==> src/rtl/tx_frame_pkg.sv <==
// Shared definitions for the transmit frame builder.
// Holds the XGMII control characters, the four block encodings (data and
// control mask, lane 0 in the most significant byte), the FSM state encoding
// and small helpers used to preset the block counters.
package tx_frame_pkg;

  localparam int unsigned NB_DATA_RAW = 64;
  localparam int unsigned NB_CTRL     = 8;
  localparam int unsigned NB_LEN      = 16;
  localparam int unsigned NB_IPG      = 8;
  localparam int unsigned NB_FCNT     = 16;

  // XGMII control characters
  localparam logic [7:0] CHAR_IDLE     = 8'h07;
  localparam logic [7:0] CHAR_START    = 8'hFB;
  localparam logic [7:0] CHAR_TERM     = 8'hFD;
  localparam logic [7:0] CHAR_PREAMBLE = 8'h55;
  localparam logic [7:0] CHAR_SFD      = 8'hD5;

  // Block data words, lane 0 first
  localparam logic [NB_DATA_RAW-1:0] IDLE_DATA  = {8{CHAR_IDLE}};
  localparam logic [NB_DATA_RAW-1:0] START_DATA = {CHAR_START, {6{CHAR_PREAMBLE}}, CHAR_SFD};
  localparam logic [NB_DATA_RAW-1:0] TERM_DATA  = {CHAR_TERM, {7{CHAR_IDLE}}};

  // Block control masks, bit 7 = lane 0
  localparam logic [NB_CTRL-1:0] IDLE_CTRL  = 8'hFF;
  localparam logic [NB_CTRL-1:0] START_CTRL = 8'h80;
  localparam logic [NB_CTRL-1:0] DATA_CTRL  = 8'h00;
  localparam logic [NB_CTRL-1:0] TERM_CTRL  = 8'hFF;

  // Frame FSM state: names the block that the next enabled edge registers
  typedef enum logic [1:0] {
    ST_IDLE  = 2'd0,
    ST_START = 2'd1,
    ST_DATA  = 2'd2,
    ST_TERM  = 2'd3
  } frame_state_e;

  // One transmit block as presented to the 64b/66b encoder
  typedef struct packed {
    logic [NB_DATA_RAW-1:0] data;
    logic [NB_CTRL-1:0]     ctrl;
  } tx_block_t;

  // Block encoding for a given state; payload only matters in ST_DATA
  function automatic tx_block_t block_for_state(input frame_state_e         st,
                                                input logic [NB_DATA_RAW-1:0] payload);
    tx_block_t blk;
    blk.data = IDLE_DATA;
    blk.ctrl = IDLE_CTRL;
    case (st)
      ST_START: begin
        blk.data = START_DATA;
        blk.ctrl = START_CTRL;
      end
      ST_DATA: begin
        blk.data = payload;
        blk.ctrl = DATA_CTRL;
      end
      ST_TERM: begin
        blk.data = TERM_DATA;
        blk.ctrl = TERM_CTRL;
      end
      default: begin
        blk.data = IDLE_DATA;
        blk.ctrl = IDLE_CTRL;
      end
    endcase
    return blk;
  endfunction

  // Gap counter preset: remaining idles after the first one.
  // A gap of 0 is promoted to 1, so the preset is never below 0.
  function automatic logic [NB_IPG-1:0] gap_preset(input logic [NB_IPG-1:0] ipg);
    return (ipg == '0) ? NB_IPG'(0) : ipg - NB_IPG'(1);
  endfunction

  // Payload counter preset: remaining data blocks after the first one.
  function automatic logic [NB_LEN-1:0] len_preset(input logic [NB_LEN-1:0] len);
    return (len == '0) ? NB_LEN'(0) : len - NB_LEN'(1);
  endfunction

endpackage

==> src/rtl/frame_block_counter.sv <==
// Loadable down-counter with enable and zero flag.
// Counts the blocks still to be emitted in the current IDLE gap or DATA run.
// Ports:
//   clk       clock
//   rst       synchronous active-high reset, clears the count
//   load      load load_val (has priority over dec)
//   load_val  preset value
//   dec       decrement by one, saturating at zero
//   zero_c    combinational flag, count is zero
module frame_block_counter #(
  parameter int unsigned NB_CNT = 16
) (
  input  logic              clk,
  input  logic              rst,
  input  logic              load,
  input  logic [NB_CNT-1:0] load_val,
  input  logic              dec,
  output logic              zero_c
);

  logic [NB_CNT-1:0] count;

  // Count register: load wins over decrement, decrement stops at zero
  always_ff @(posedge clk) begin
    if (rst) begin
      count <= '0;
    end else if (load) begin
      count <= load_val;
    end else if (dec && !zero_c) begin
      count <= count - NB_CNT'(1);
    end
  end

  assign zero_c = (count == '0);

endmodule

==> src/rtl/tx_frame_builder.sv <==
// Transmit frame builder: wraps PRBS payload blocks into XGMII-style frames
// (IDLE gap, START, N x DATA, TERM) for the 64b/66b encoder, and paces the
// payload generator so each payload block is consumed exactly once.
// Ports:
//   i_clock       clock
//   i_reset       synchronous active-high reset
//   i_enable      block-rate tick; nothing advances while low
//   i_data_block  payload block from the generator, lane 0 = [63:56]
//   i_frame_len   payload blocks per frame, sampled when START is registered
//   i_ipg_len     idle blocks between frames, sampled when TERM is registered
//   o_data_req    combinational payload request (generator enable)
//   o_tx_data     registered block data
//   o_tx_ctrl     registered control mask, bit 7 = lane 0
//   o_sof         registered, high with the START block
//   o_eof         registered, high with the TERM block
//   o_frame_cnt   registered count of completed frames, wraps
module tx_frame_builder
  import tx_frame_pkg::*;
(
  input  logic                   i_clock,
  input  logic                   i_reset,
  input  logic                   i_enable,
  input  logic [NB_DATA_RAW-1:0] i_data_block,
  input  logic [NB_LEN-1:0]      i_frame_len,
  input  logic [NB_IPG-1:0]      i_ipg_len,
  output logic                   o_data_req,
  output logic [NB_DATA_RAW-1:0] o_tx_data,
  output logic [NB_CTRL-1:0]     o_tx_ctrl,
  output logic                   o_sof,
  output logic                   o_eof,
  output logic [NB_FCNT-1:0]     o_frame_cnt
);

  frame_state_e      state;
  tx_block_t         blk_c;

  logic              gap_load;
  logic              gap_dec;
  logic [NB_IPG-1:0] gap_load_val;
  logic              gap_zero_c;

  logic              len_load;
  logic              len_dec;
  logic [NB_LEN-1:0] len_load_val;
  logic              len_zero_c;

  // Payload is requested on exactly the edges that register a DATA block,
  // so the generator steps in lockstep with consumption.
  assign o_data_req = i_enable && (state == ST_DATA);

  // Block about to be registered
  assign blk_c = block_for_state(state, i_data_block);

  // Counter control. Each counter holds "blocks left after this one", so a
  // cleared gap counter after reset is the same as a latched gap of 1.
  always_comb begin
    gap_load     = 1'b0;
    gap_dec      = 1'b0;
    gap_load_val = gap_preset(i_ipg_len);
    len_load     = 1'b0;
    len_dec      = 1'b0;
    len_load_val = len_preset(i_frame_len);
    if (i_enable) begin
      gap_load = (state == ST_TERM);
      gap_dec  = (state == ST_IDLE);
      len_load = (state == ST_START);
      len_dec  = (state == ST_DATA);
    end
  end

  // Idle blocks remaining in the inter-frame gap
  frame_block_counter #(
    .NB_CNT (NB_IPG)
  ) u_gap_cnt (
    .clk      (i_clock),
    .rst      (i_reset),
    .load     (gap_load),
    .load_val (gap_load_val),
    .dec      (gap_dec),
    .zero_c   (gap_zero_c)
  );

  // Payload blocks remaining in the current frame
  frame_block_counter #(
    .NB_CNT (NB_LEN)
  ) u_len_cnt (
    .clk      (i_clock),
    .rst      (i_reset),
    .load     (len_load),
    .load_val (len_load_val),
    .dec      (len_dec),
    .zero_c   (len_zero_c)
  );

  // Frame FSM with registered block outputs; everything holds while disabled
  always_ff @(posedge i_clock) begin
    if (i_reset) begin
      state       <= ST_IDLE;
      o_tx_data   <= IDLE_DATA;
      o_tx_ctrl   <= IDLE_CTRL;
      o_sof       <= 1'b0;
      o_eof       <= 1'b0;
      o_frame_cnt <= '0;
    end else if (i_enable) begin
      o_tx_data <= blk_c.data;
      o_tx_ctrl <= blk_c.ctrl;
      o_sof     <= (state == ST_START);
      o_eof     <= (state == ST_TERM);
      case (state)
        ST_IDLE: begin
          if (gap_zero_c) begin
            state <= ST_START;
          end
        end
        ST_START: begin
          // Zero-length frames skip straight to the terminate block
          state <= (i_frame_len == '0) ? ST_TERM : ST_DATA;
        end
        ST_DATA: begin
          if (len_zero_c) begin
            state <= ST_TERM;
          end
        end
        ST_TERM: begin
          o_frame_cnt <= o_frame_cnt + NB_FCNT'(1);
          state       <= ST_IDLE;
        end
        default: begin
          state <= ST_IDLE;
        end
      endcase
    end
  end

endmodule

==> config.mk <==
export PLATFORM = sky130hd
export DESIGN_NAME = tx_frame_builder
export DESIGN_NICKNAME = d
export VERILOG_FILES = /design/src/rtl/tx_frame_pkg.sv /design/src/rtl/frame_block_counter.sv /design/src/rtl/tx_frame_builder.sv
export SDC_FILE = /design/constraint.sdc
export NUM_CORES = 1
export LEC_CHECK = 0
export ABC_AREA = 1
export BUFFER_PORTS_ARGS = -buffer_cell sky130_fd_sc_hd__buf_2
export CAP_MARGIN = 20
export CORE_AREA = 8 8 124 103
export CTS_CLUSTER_SIZE = 20
export DETAILED_ROUTE_END_ITERATION = 8
export DIE_AREA = 0 0 132 111
export PLACE_DENSITY_LB_ADDON = 0.12
export SETUP_SLACK_MARGIN = 0.05
export SYNTH_ARGS = -nofsm -noshare
export SYNTH_HDL_FRONTEND = slang
export SYNTH_SLANG_ARGS = --single-unit
export TNS_END_PERCENT = 20
==> constraint.sdc <==
create_clock -name i_clock -period 3.5 [get_ports i_clock]
set_input_delay 0.525 -clock i_clock [delete_from_list [all_inputs] [get_ports i_clock]]
set_output_delay 0.525 -clock i_clock [all_outputs]
set_load 0.02 [all_outputs]
==> summary.txt <==
Outcome = finished, final reports clean
Syn_nets = 996
Final min period = 2306 ps
Synthesis-to-layout area growth = 20.94%
Mapped Cells = 891
Worst-margin pin slew = 779.3 ps
Crit start category = flop
Synth top cells by count = 233 x nand2_1, 131 x nor2_1, 110 x dfxtp_1
GPL Wtd Cong = 0.8426
# setup viols final = 0
Most common cell in the netlist = nand2_1
Final setup TNS = 0 ps
Async SR Flop Fraction = 0%
Setup Fix Bufs, Post-CTS = 0
Chip Height = 111 µm
Setup CP Type = flop to flop
CP cell instances = inv_1 > ha_1 > nand2_1 > inv_1 > nand2_1 > nand3_1 > o21ai_0 > nand2_1
CP most frequent cell = nand2_1
Max-slew violations = 0
Vias in the first global route = 5401
Antenna cells = 0
RSZ-0062 raised after global routing = no
Worst Path Buf+Inv = 2
FF-to-FF Start = state[0]
Core box area = 0.01068 mm²
GRT Overall Usage = 21.20%
Port Buffer Count = 181
Vias after detailed routing = 5984
CTS tree = yes
Routed length per instance = 13.45 µm
Grt peak-use layer = met2
Setup ws final = 1194 ps
CTS max path bufs = 2
Yosys top cell area share = 37.68%
Hold Path Origin = i_data_block[49]
Drt first pass iters = 5
Worst Path Required = 3730 ps
Cts repair resizes = 0
Nets = 1154
H-tree depth = 3
Final Cycle Share = 65.89%
Slowest CP cell = inv_1
Crit path DAT = 2540 ps
Max transition margin = 48.05%
DIE WIDTH = 132 µm
Hold_buf cts = 0
Routing usage on met3 = 6.250%
GRT met1 Usage = 27.32%
Reg2reg path depth = 8
Worst-Skew Late Latency = 340 ps
Post-DP HPWL = 12.18 mm
Yosys warns = 0
Post-DP Area = 0.006754 mm²
Residual DRC = 0
Gr ovfl total = 0
Pwr/cell area = 640.5 mW/mm²
Design area = 0.007068 mm²
Layout cells sized above 1 = 21.16%
Initial antenna violation count = 0
Std-Cell Rows = 34
Hold depth = 3
Worst hold path class = primary input to flop
Grt met2 use = 34.16%
Final Skew = 4.568 ps
Largest net degree at the start of global routing = 45
Total power = 0.004527 W
Post-synth EDFFs = 0
Syn Area/Cell = 6.559 µm²
Largest stage delay, worst path = 460 ps
Vias per cell = 4.995
Share of the yosys chip area belonging to registers = 37.68%
Leak = 3.438 nW
Clock Pin Slew Worst Setup and Hold Paths = 70 ps
Critical path fanouts, max = 21
Top FF cell, synth = dfxtp_1
Synth cell types = 34
Fmax = 0.4336 GHz
Antenna-violating nets left = 0
Io pins = 182
Die area = 0.01465 mm²
Root buf cell = clkbuf_16
CTS Sinks = 110
CP endpoint kind = flop
First-pass GRT wire length = 26.31 mm
Setup slack after placement = 949.3 ps
Largest area contributor in the netlist = dfxtp_1
DR iter-0 viols = 430
Max cap viols = 0
Reg2reg end = o_tx_data[57]
Routed wire length = 16.11 mm
R2R setup slack = 1190 ps
Final-report hold violation count = 0
TritonCTS Buffers = 9
Mapped cell area = 0.005844 mm²
Hold Path Sink = o_tx_data[49]
Delay-heaviest family, CP = simple AND/OR/NAND/NOR gates
IR drop worst, VDD = 350.4 µV
Initial cell density of the core = 54.73%
FF+latch count, synth = 110
Critical Path Start = state[0]
Top post-synthesis cells by area = dfxtp_1 38%, nand2_1 15%, nor2_1 8.4%, inv_1 6.2%, a21oi_1 5.7%
==> cell type report <==
cell class,count,area (µm²)
Fill cell,1034,3610
Timing Repair Buffer,185,935.9
Clock inverter,5,81.33
Multi-Input combinational cell,643,3055
Sequential cell,110,2202
Clock buffer,11,232.7
Tap cell,144,180.2
Inverter,100,380.4
==> tightest hold or removal path: cells and delay by family <==
| family | cells | cell delay [ps] |
|---|---|---|
| simple gates | 2 | 100 |
| buf+inv | 1 | 70 |
==> state kept, by name, summed over array words and instances, names as in the netlist <==
register,count
state,2
o_eof,1
o_sof,1
o_tx_ctrl,2
u_gap_cnt.count,8
u_len_cnt.count,16
o_frame_cnt,16
o_tx_data,64
==> metrics by stage <==
step / hold WS (ps) / util [%] / cells
after floorplan: 443.6 / - / 891
after global placement: 447.5 / 63.25 / 1182
after detailed placement: 452.6 / 63.25 / 1182
after CTS: 376.1 / 66.19 / 1198
after global routing: 393.3 / 66.19 / 1198
final: 385.9 / 66.19 / 1198
==> kinds of logic (layout without fill, tap and decap cells) <==
family | Yosys count | count (layout) | synth area share, %
adder cells (fa/ha/maj) | 14 | 14 | 2.997
buffers and inverters | 138 | 301 | 10.04
AO/OA/AOI/OAI | 157 | 157 | 14.34
flip-flops | 110 | 110 | 37.68
XOR/XNOR | 17 | 17 | 2.548
AND/OR/NAND/NOR | 455 | 455 | 32.39
==> metal layers <==
| layer | routed length [µm] | share of wire [%] |
|---|---|---|
| met2 | 7416 | 46 |
| met1 | 7409 | 46 |
| met4 | 145 | 0.90 |
| met3 | 1140 | 7.1 |
| met5 | 0 | 0 |
==> cells in the final DEF (no fill, tap or decap), types with 10 or more instances in the layout <==
master   netlist  routed
nand2_1      233     233
buf_2         12     181
nor2_1       131     131
dfxtp_1      110     110
inv_1         96      95
a21oi_1       67      67
nand3_1       58      58
o21ai_0       57      57
o22ai_1       15      15
xor2_1        14      14
ha_1          14      14
o21ai_1       10      10
==> worst max path at each step <==
stage                                    end  slack, ps  cells past startpoint
after detailed placement     o_frame_cnt[14]        950                      8
final                          o_tx_data[57]       1190                      8
after floorplan           u_len_cnt.count[4]       1950                     11
after global routing         o_frame_cnt[14]        980                      8
after CTS                      o_tx_data[57]       1180                      8
after global placement       o_frame_cnt[14]       1000                      8
==> where the power goes <==
part | switching, W | total (W) | internal, W | leakage (nW)
combinational | 0.00119 | 0.00186 | 0.000669 | 2.39
clock | 0.000457 | 0.00109 | 0.000630 | 0.150
sequential | 0.000147 | 0.00158 | 0.00144 | 0.896
total | 0.00179 | 0.00453 | 0.00273 | 3.44
Power figures use the tool's default switching activity.
